$ cat src/rtl/repetition_decoder_if.sv
// Serial hard-bit input and parallel decoded-block output
// bundle for the repetition decoder.
interface repetition_decoder_if #(
    parameter int N_BITS = 16
);
    logic              in_en;
    logic              d_in;
    logic [0:N_BITS-1] y;
    logic              out_done;
    logic              all_agree;

    modport master (
        output in_en,
        output d_in,
        input  y,
        input  out_done,
        input  all_agree
    );

    modport slave (
        input  in_en,
        input  d_in,
        output y,
        output out_done,
        output all_agree
    );
endinterface

$ cat src/rtl/repetition_decoder.sv
// Majority-combines REP serial copies of an N_BITS block
// into a parallel word with a one-cycle done strobe.
module repetition_decoder #(
    parameter int N_BITS = 16,
    parameter int REP    = 3
) (
    input logic                 clk,
    input logic                 reset,
    repetition_decoder_if.slave bus
);
    localparam int CW = $clog2(REP + 1);
    localparam int BW = (N_BITS > 1) ? $clog2(N_BITS) : 1;
    localparam int RW = (REP > 1) ? $clog2(REP) : 1;

    localparam logic [CW-1:0] HALF     = CW'(REP / 2);
    localparam logic [CW-1:0] FULL     = CW'(REP);
    localparam logic [BW-1:0] BIT_LAST = BW'(N_BITS - 1);
    localparam logic [RW-1:0] REP_LAST = RW'(REP - 1);

    logic [BW-1:0]     bit_idx_q, bit_idx_d;
    logic [RW-1:0]     rep_idx_q, rep_idx_d;
    logic [CW-1:0]     ones_q [N_BITS];
    logic [CW-1:0]     ones_d [N_BITS];
    logic [CW-1:0]     cnt    [N_BITS];
    logic [0:N_BITS-1] y_q, y_d;
    logic [0:N_BITS-1] dec;
    logic [0:N_BITS-1] unan;
    logic              done_q, done_d;
    logic              agree_q, agree_d;
    logic              last;

    always_comb begin
        last = bus.in_en
            && (bit_idx_q == BIT_LAST)
            && (rep_idx_q == REP_LAST);

        // cnt includes the sample accepted on this edge, so the
        // final decision sees it without an extra cycle
        for (int b = 0; b < N_BITS; b++) begin
            cnt[b] = ones_q[b];
            if (bus.in_en && (bit_idx_q == BW'(b)))
                cnt[b] = ones_q[b] + CW'(bus.d_in);
            dec[b]    = cnt[b] > HALF;
            unan[b]   = (cnt[b] == '0) || (cnt[b] == FULL);
            ones_d[b] = last ? '0 : cnt[b];
        end

        bit_idx_d = bit_idx_q;
        rep_idx_d = rep_idx_q;
        if (bus.in_en) begin
            if (bit_idx_q == BIT_LAST) begin
                bit_idx_d = '0;
                if (rep_idx_q == REP_LAST)
                    rep_idx_d = '0;
                else
                    rep_idx_d = rep_idx_q + 1'b1;
            end else begin
                bit_idx_d = bit_idx_q + 1'b1;
            end
        end

        y_d     = last ? dec : y_q;
        agree_d = last ? (&unan) : agree_q;
        done_d  = last;
    end

    always_ff @(posedge clk or posedge reset) begin
        if (reset) begin
            bit_idx_q <= '0;
            rep_idx_q <= '0;
            ones_q    <= '{default: '0};
            y_q       <= '0;
            done_q    <= 1'b0;
            agree_q   <= 1'b0;
        end else begin
            bit_idx_q <= bit_idx_d;
            rep_idx_q <= rep_idx_d;
            ones_q    <= ones_d;
            y_q       <= y_d;
            done_q    <= done_d;
            agree_q   <= agree_d;
        end
    end

    assign bus.y         = y_q;
    assign bus.out_done  = done_q;
    assign bus.all_agree = agree_q;
endmodule
$ cat src/flat_wrapper.sv
// flat-port wrapper written by rule: the top's interface ports become plain ports
module repetition_decoder_flat 
#(
    parameter int N_BITS = 16,
    parameter int REP    = 3
)
  (clk, reset, bus_in_en, bus_d_in, bus_y, bus_out_done, bus_all_agree);
  repetition_decoder_if #(.N_BITS(N_BITS)) bus_i ();
  input logic clk;
  input logic reset;
  input wire logic [$bits(bus_i.in_en)-1:0] bus_in_en;
  input wire logic [$bits(bus_i.d_in)-1:0] bus_d_in;
  output wire logic [$bits(bus_i.y)-1:0] bus_y;
  output wire logic [$bits(bus_i.out_done)-1:0] bus_out_done;
  output wire logic [$bits(bus_i.all_agree)-1:0] bus_all_agree;
  assign bus_i.in_en = bus_in_en;
  assign bus_i.d_in = bus_d_in;
  assign bus_y = bus_i.y;
  assign bus_out_done = bus_i.out_done;
  assign bus_all_agree = bus_i.all_agree;
  repetition_decoder #(.N_BITS(N_BITS), .REP(REP)) u_core (.clk(clk), .reset(reset), .bus(bus_i));
endmodule
$ cat config.mk
export PLATFORM = sky130hd
export DESIGN_NAME = repetition_decoder_flat
export DESIGN_NICKNAME = d
export VERILOG_FILES = /design/src/rtl/repetition_decoder_if.sv /design/src/rtl/repetition_decoder.sv /design/src/flat_wrapper.sv
export SDC_FILE = /design/constraint.sdc
export NUM_CORES = 1
export LEC_CHECK = 0
export ABC_AREA = 1
export CAP_MARGIN = 20
export CORE_UTILIZATION = 55
export CTS_CLUSTER_DIAMETER = 100
export DETAILED_ROUTE_END_ITERATION = 6
export HOLD_SLACK_MARGIN = 0.1
export PLACE_DENSITY = 0.8
export SLEW_MARGIN = 20
export SYNTH_ARGS = -nofsm -noshare
export SYNTH_HDL_FRONTEND = slang
export SYNTH_SLANG_ARGS = --single-unit
$ cat constraint.sdc
create_clock -name clk -period 2.9 [get_ports clk]
set_input_delay 0.58 -clock clk [delete_from_list [all_inputs] [get_ports clk]]
set_output_delay 0.58 -clock clk [all_outputs]
set_load 0.02 [all_outputs]
Yosys cells after proc, flatten, opt, wreduce, memory -nomap -nowiden --
Cells that the tools add are included.
Storage, ports and cells: input port bits 4, bits in registers 56, output and inout port bits 18
Operators by class: muxes and demuxes 34, eq/ne operators 32, $lt $le $gt $ge 16, $add $sub $neg 18, reduce and logical (&&, ||, !) cells 52
Operators with widths (number):
- $mux 2 | 33
- $eq 2x2->1 const B | 17
- $add 2x1->2 | 16
- $eq 4x4->1 const B | 8
- $gt 2x1->1 const B | 16
- $logic_not 2->1 | 16
- $logic_and 1x1->1 | 17
- $eq 4x3->1 const B | 4
- $logic_or 1x1->1 | 16
- $reduce_and 16->1 | 1
- $eq 4x2->1 const B | 2
- $add 4x1->4 const B | 1
- $eq 4x1->1 const B | 1
- $logic_not 4->1 | 1
- $mux 4 | 1
- $add 2x1->2 const B | 1
- $reduce_and 2->1 | 1

Logic depth before layout (Yosys ltp) --
word-level depth 6, mapped depth 15

Least setup slack after synthesis --
OpenSTA, ideal clock, no wires.
path kind input to register, start point in bus_in_en, end point reg u_core.agree_q, in the netlist u_core.bus.all_agree, arrival time 2.002 ns, stages 14, buffers on the path 1, slack 0.833 ns, cell sequence buf_4 -> nand2_2 -> inv_1 -> nand2_2 -> or2_2 -> o21ai_0 -> inv_1 -> ha_1 -> nand3_1 -> nor2_1 -> nand2_1 -> nor2_1 -> nand2_1 -> nand2_1
On the way: longest elaborated chain between the ends 5, elaborated cells on any way between the ends 82, classes of those cells eq/ne (16); mux (16); reduce/logical (50)
RTL lines:
- from (decl) | RTL line flat_wrapper.sv:11 | input wire logic [$bits(bus_i.in_en)-1:0] bus_in_en;
- $logic_and 1x1->1, on equally long branches | RTL line repetition_decoder.sv:34, repetition_decoder.sv:41
- $mux 2 | RTL line repetition_decoder.sv:41 | if (bus.in_en && (bit_idx_q == BW'(b)))
- $eq 2x2->1 / $logic_not 2->1 (equally long branches) | RTL line repetition_decoder.sv:44 | unan[b] = (cnt[b] == '0) || (cnt[b] == FULL);
- $logic_or 1x1->1 | RTL line repetition_decoder.sv:44
- $reduce_and 16->1 | RTL line repetition_decoder.sv:63 | agree_d = last ? (&unan) : agree_q;
- to (signal assigned) | RTL line repetition_decoder.sv:81 | agree_q <= agree_d;
- to (decl) | RTL line repetition_decoder.sv:29 | logic agree_q, agree_d;
Parallel ways exist; a longest one is shown, timed or not. A chain may end at the register's enable or synchronous reset.

Worst setup path after layout --
Same ends and word-level chain as after synthesis.

==> run metrics <==
number of synthesized flops with an enable pin 0; CTS max path bufs 2; Die ar. 6091 µm²; adder-cell share of the synthesized area 13.77%; Switching Share approximately two fifths; number of distinct library cells after synthesis 21; Resized cells post-CTS 0; LEAKAGE 1.789 nW; DRT antenna net count 0; status finished, final reports clean; total net switching power 1.353 mW; Seq/Total Area, Yosys around 44%; CTS Buf Count 5; top cells by area, synth dfrtp_1 (44%), ha_1 (14%), nand2_1 (11%); Starting Density around 57%; die height a little under 80 µm; crit path time final 2.584 ns; initial antenna violation count 0; share of the synthesized area in the top cell type 44.06%; nets@finish 450; final hold violations 0; CTS tree yes; total track usage 23.72%; drt first-iter violations 126; Synthesized Nets 421; clock power share 17.3%; Syn Area/Cell 8.326 µm²; WS Path Type primary input to flip-flop; commonest non-fill, non-tap cell in the layout nand2_1; clock skew between 0.009 and 0.01 ns; postcts setup bufs 0; Synth area leader dfrtp_1; P_int between 2 and 2.5 mW; Post-Synth Simple-Gate Area between 20% and 30%; synth warn 0; Worst Setup End Kind flip-flop; clk root buf clkbuf_8; mux cell area share after synthesis 0%; CTS Sinks 56; DRT Wirelength 6.558 mm; first-pass GRT wire length 11.16 mm; clock transition at the registers of the reported paths 0.10 ns; crit start category primary input; Final Cycle Share 89.11%; largest net degree at the start of global routing 34; main combinational cell family by area after synthesis simple AND/OR/NAND/NOR gates; post-synthesis register bit count 56; post-route design area 3620 µm²; worst hold path type flip-flop to flip-flop; Core ar. 5540 µm²; Pins Over Slew Limit 0; fraction of synthesized cell area in xor and xnor cells 4.406%; grt total ovfl 0; Die X between 70 and 80 µm; drt wl/cell 13.58 µm; # setup viols final 0; DR DRC count 0; CP required 3.16 ns; # fillers approximately 470; synthesized area 3181 µm²; final setup TNS 0 ns; Compound-Gate Fraction of Synth Area 8.025%; Ports 22; post-DR vias/cell 5.133; worst slew pin tran about 0.54 ns; crit path DAT 2.84 ns; via count of the first global-routing pass 2534; post-detail-place hpwl 4.822 mm; prevailing post-synth register cell dfrtp_1; Post-synth ARST share 100.0%; RSZ-0062 raised after global routing false; most frequent cells in the layout nand2_1 (94), inv_1 (56), dfrtp_1 (56); Hold Buf Count CTS 0; f_max 387.0 MHz; Pwr Total 3.423 mW; n_diodes 0; gpl congestion roughly 0.86; share of layout cells above drive strength 1 ~5.4%; Comb pwr share 44.4%; port bufs 21; Worst-Skew Late Latency 0.31 ns; row cnt 27; Mapped Cells 382; sequential power share 38.3%; slew margin rel. 64.02%; number of max-cap violations 0; Worst VDD drop about 0.4 mV; H-tree depth 2; DRT Pass-1 Iters 4; Area Overhead vs Synth 13.81%; critical-path maximum fanout 8; Placement Cell Area 3491 µm²; PD cells 945.6 nW/µm²; Vias 2479
[final cells by class]
type / instances / area (µm²) / area share [%]
Inverter: 58 / 217.7 / 6.015
Clock inverter: 2 / 60.06 / 1.659
Multi-Input combinational cell: 261 / 1499 / 41.41
Tap cell: 72 / 90.09 / 2.489
Sequential cell: 56 / 1401 / 38.71
Clock buffer: 5 / 68.82 / 1.901
Timing Repair Buffer: 29 / 282.8 / 7.812
[sequential cells by signal, summed over array words and instances (netlist names)]
name,flops
u_core.rep_idx_q,2
u_core.bus.out_done,1
u_core.bus.y,16
u_core.bus.all_agree,1
u_core.ones_q,32
u_core.bit_idx_q,4
[metrics by stage]
step                      worst slack (ns)  hold WS [ns]  std cells  utilization, %
after CTS                           0.3339        0.5021        483           65.33
after global routing               0.08004        0.5259        483           65.33
after detailed placement           0.02013        0.4781        476           63.01
final                               0.3159        0.4988        483           65.33
after floorplan                     0.8329        0.5129        382               -
after global placement             0.08849        0.4724        476           63.01
[path summary, 6_finish.rpt]
kind	startpoint	endpoint	slack, ns	depth (start not counted)
worst max-delay path	bus_in_en	u_core.bus.all_agree$_DFFE_PP0N_	0.32	14
worst min-delay path	u_core.bus.y[11]$_DFFE_PP0N_	u_core.bus.y[11]$_DFFE_PP0N_	0.50	2
worst max register to register	u_core.bit_idx_q[0]$_DFFE_PP0P_	u_core.bus.all_agree$_DFFE_PP0N_	0.60	14
worst min register to register	u_core.bus.y[11]$_DFFE_PP0N_	u_core.bus.y[11]$_DFFE_PP0N_	0.50	2
max in group asynchronous	reset	u_core.bit_idx_q[3]$_DFFE_PP0P_	1.72	3
min in group asynchronous	reset	u_core.bus.all_agree$_DFFE_PP0N_	0.61	2
[worst max-delay path, stage by stage]
cell and delay, ns:
clkdlybuf4s50_1 0.64, nand2_2 0.14, inv_1 0.13, nand2_2 0.10, or2_2 0.27, o21ai_0 0.11
inv_1 0.07, ha_1 0.28, nand3_1 0.10, nor2_1 0.16, nand2_1 0.07, nor2_1 0.08
nand2_1 0.06, nand2_1 0.05
[cell usage after synthesis (6+ instances only)]
cell,count
o21ai_1,15
and2_1,7
nor2_1,47
inv_1,57
ha_1,35
o21a_1,6
dfrtp_1,56
xnor2_1,12
nand2_1,94
o21ai_0,25
[kinds of logic after synthesis]
kind of cell             count (synthesis)
AO/OA/AOI/OAI                           48
XOR/XNOR                                16
adder cells (fa/ha/maj)                 35
buffers and inverters                   65
flip-flops                              56
AND/OR/NAND/NOR                        162
[layer usage]
| metal | part of all wire [%] | up-vias | global-route usage (%) |
|---|---|---|---|
| met3 | 3.0 | 18 | 4.419 |
| met1 | 45 | 1174 | 28.98 |
| met2 | 49 | 51 | 41.40 |
| li1 | - | 1236 | - |
| met4 | 2.2 | 0 | 9.259 |
| met5 | 0 | - | 0 |
[power groups by stage]
| stage | registers [mW] | clock network [mW] | logic, mW |
|---|---|---|---|
| 6_report | 1.31 | 0.593 | 1.52 |
| 5_1_grt | 1.35 | 0.629 | 1.75 |
| 4_1_cts | 1.31 | 0.599 | 1.53 |
| 3_5_place_dp | 1.32 | 0 | 1.51 |
| 3_3_place_gp | 1.30 | 0 | 1.44 |
| 2_1_floorplan | 1.34 | 0 | 1.02 |
No activity file was read; power rests on OpenSTA's default activity.
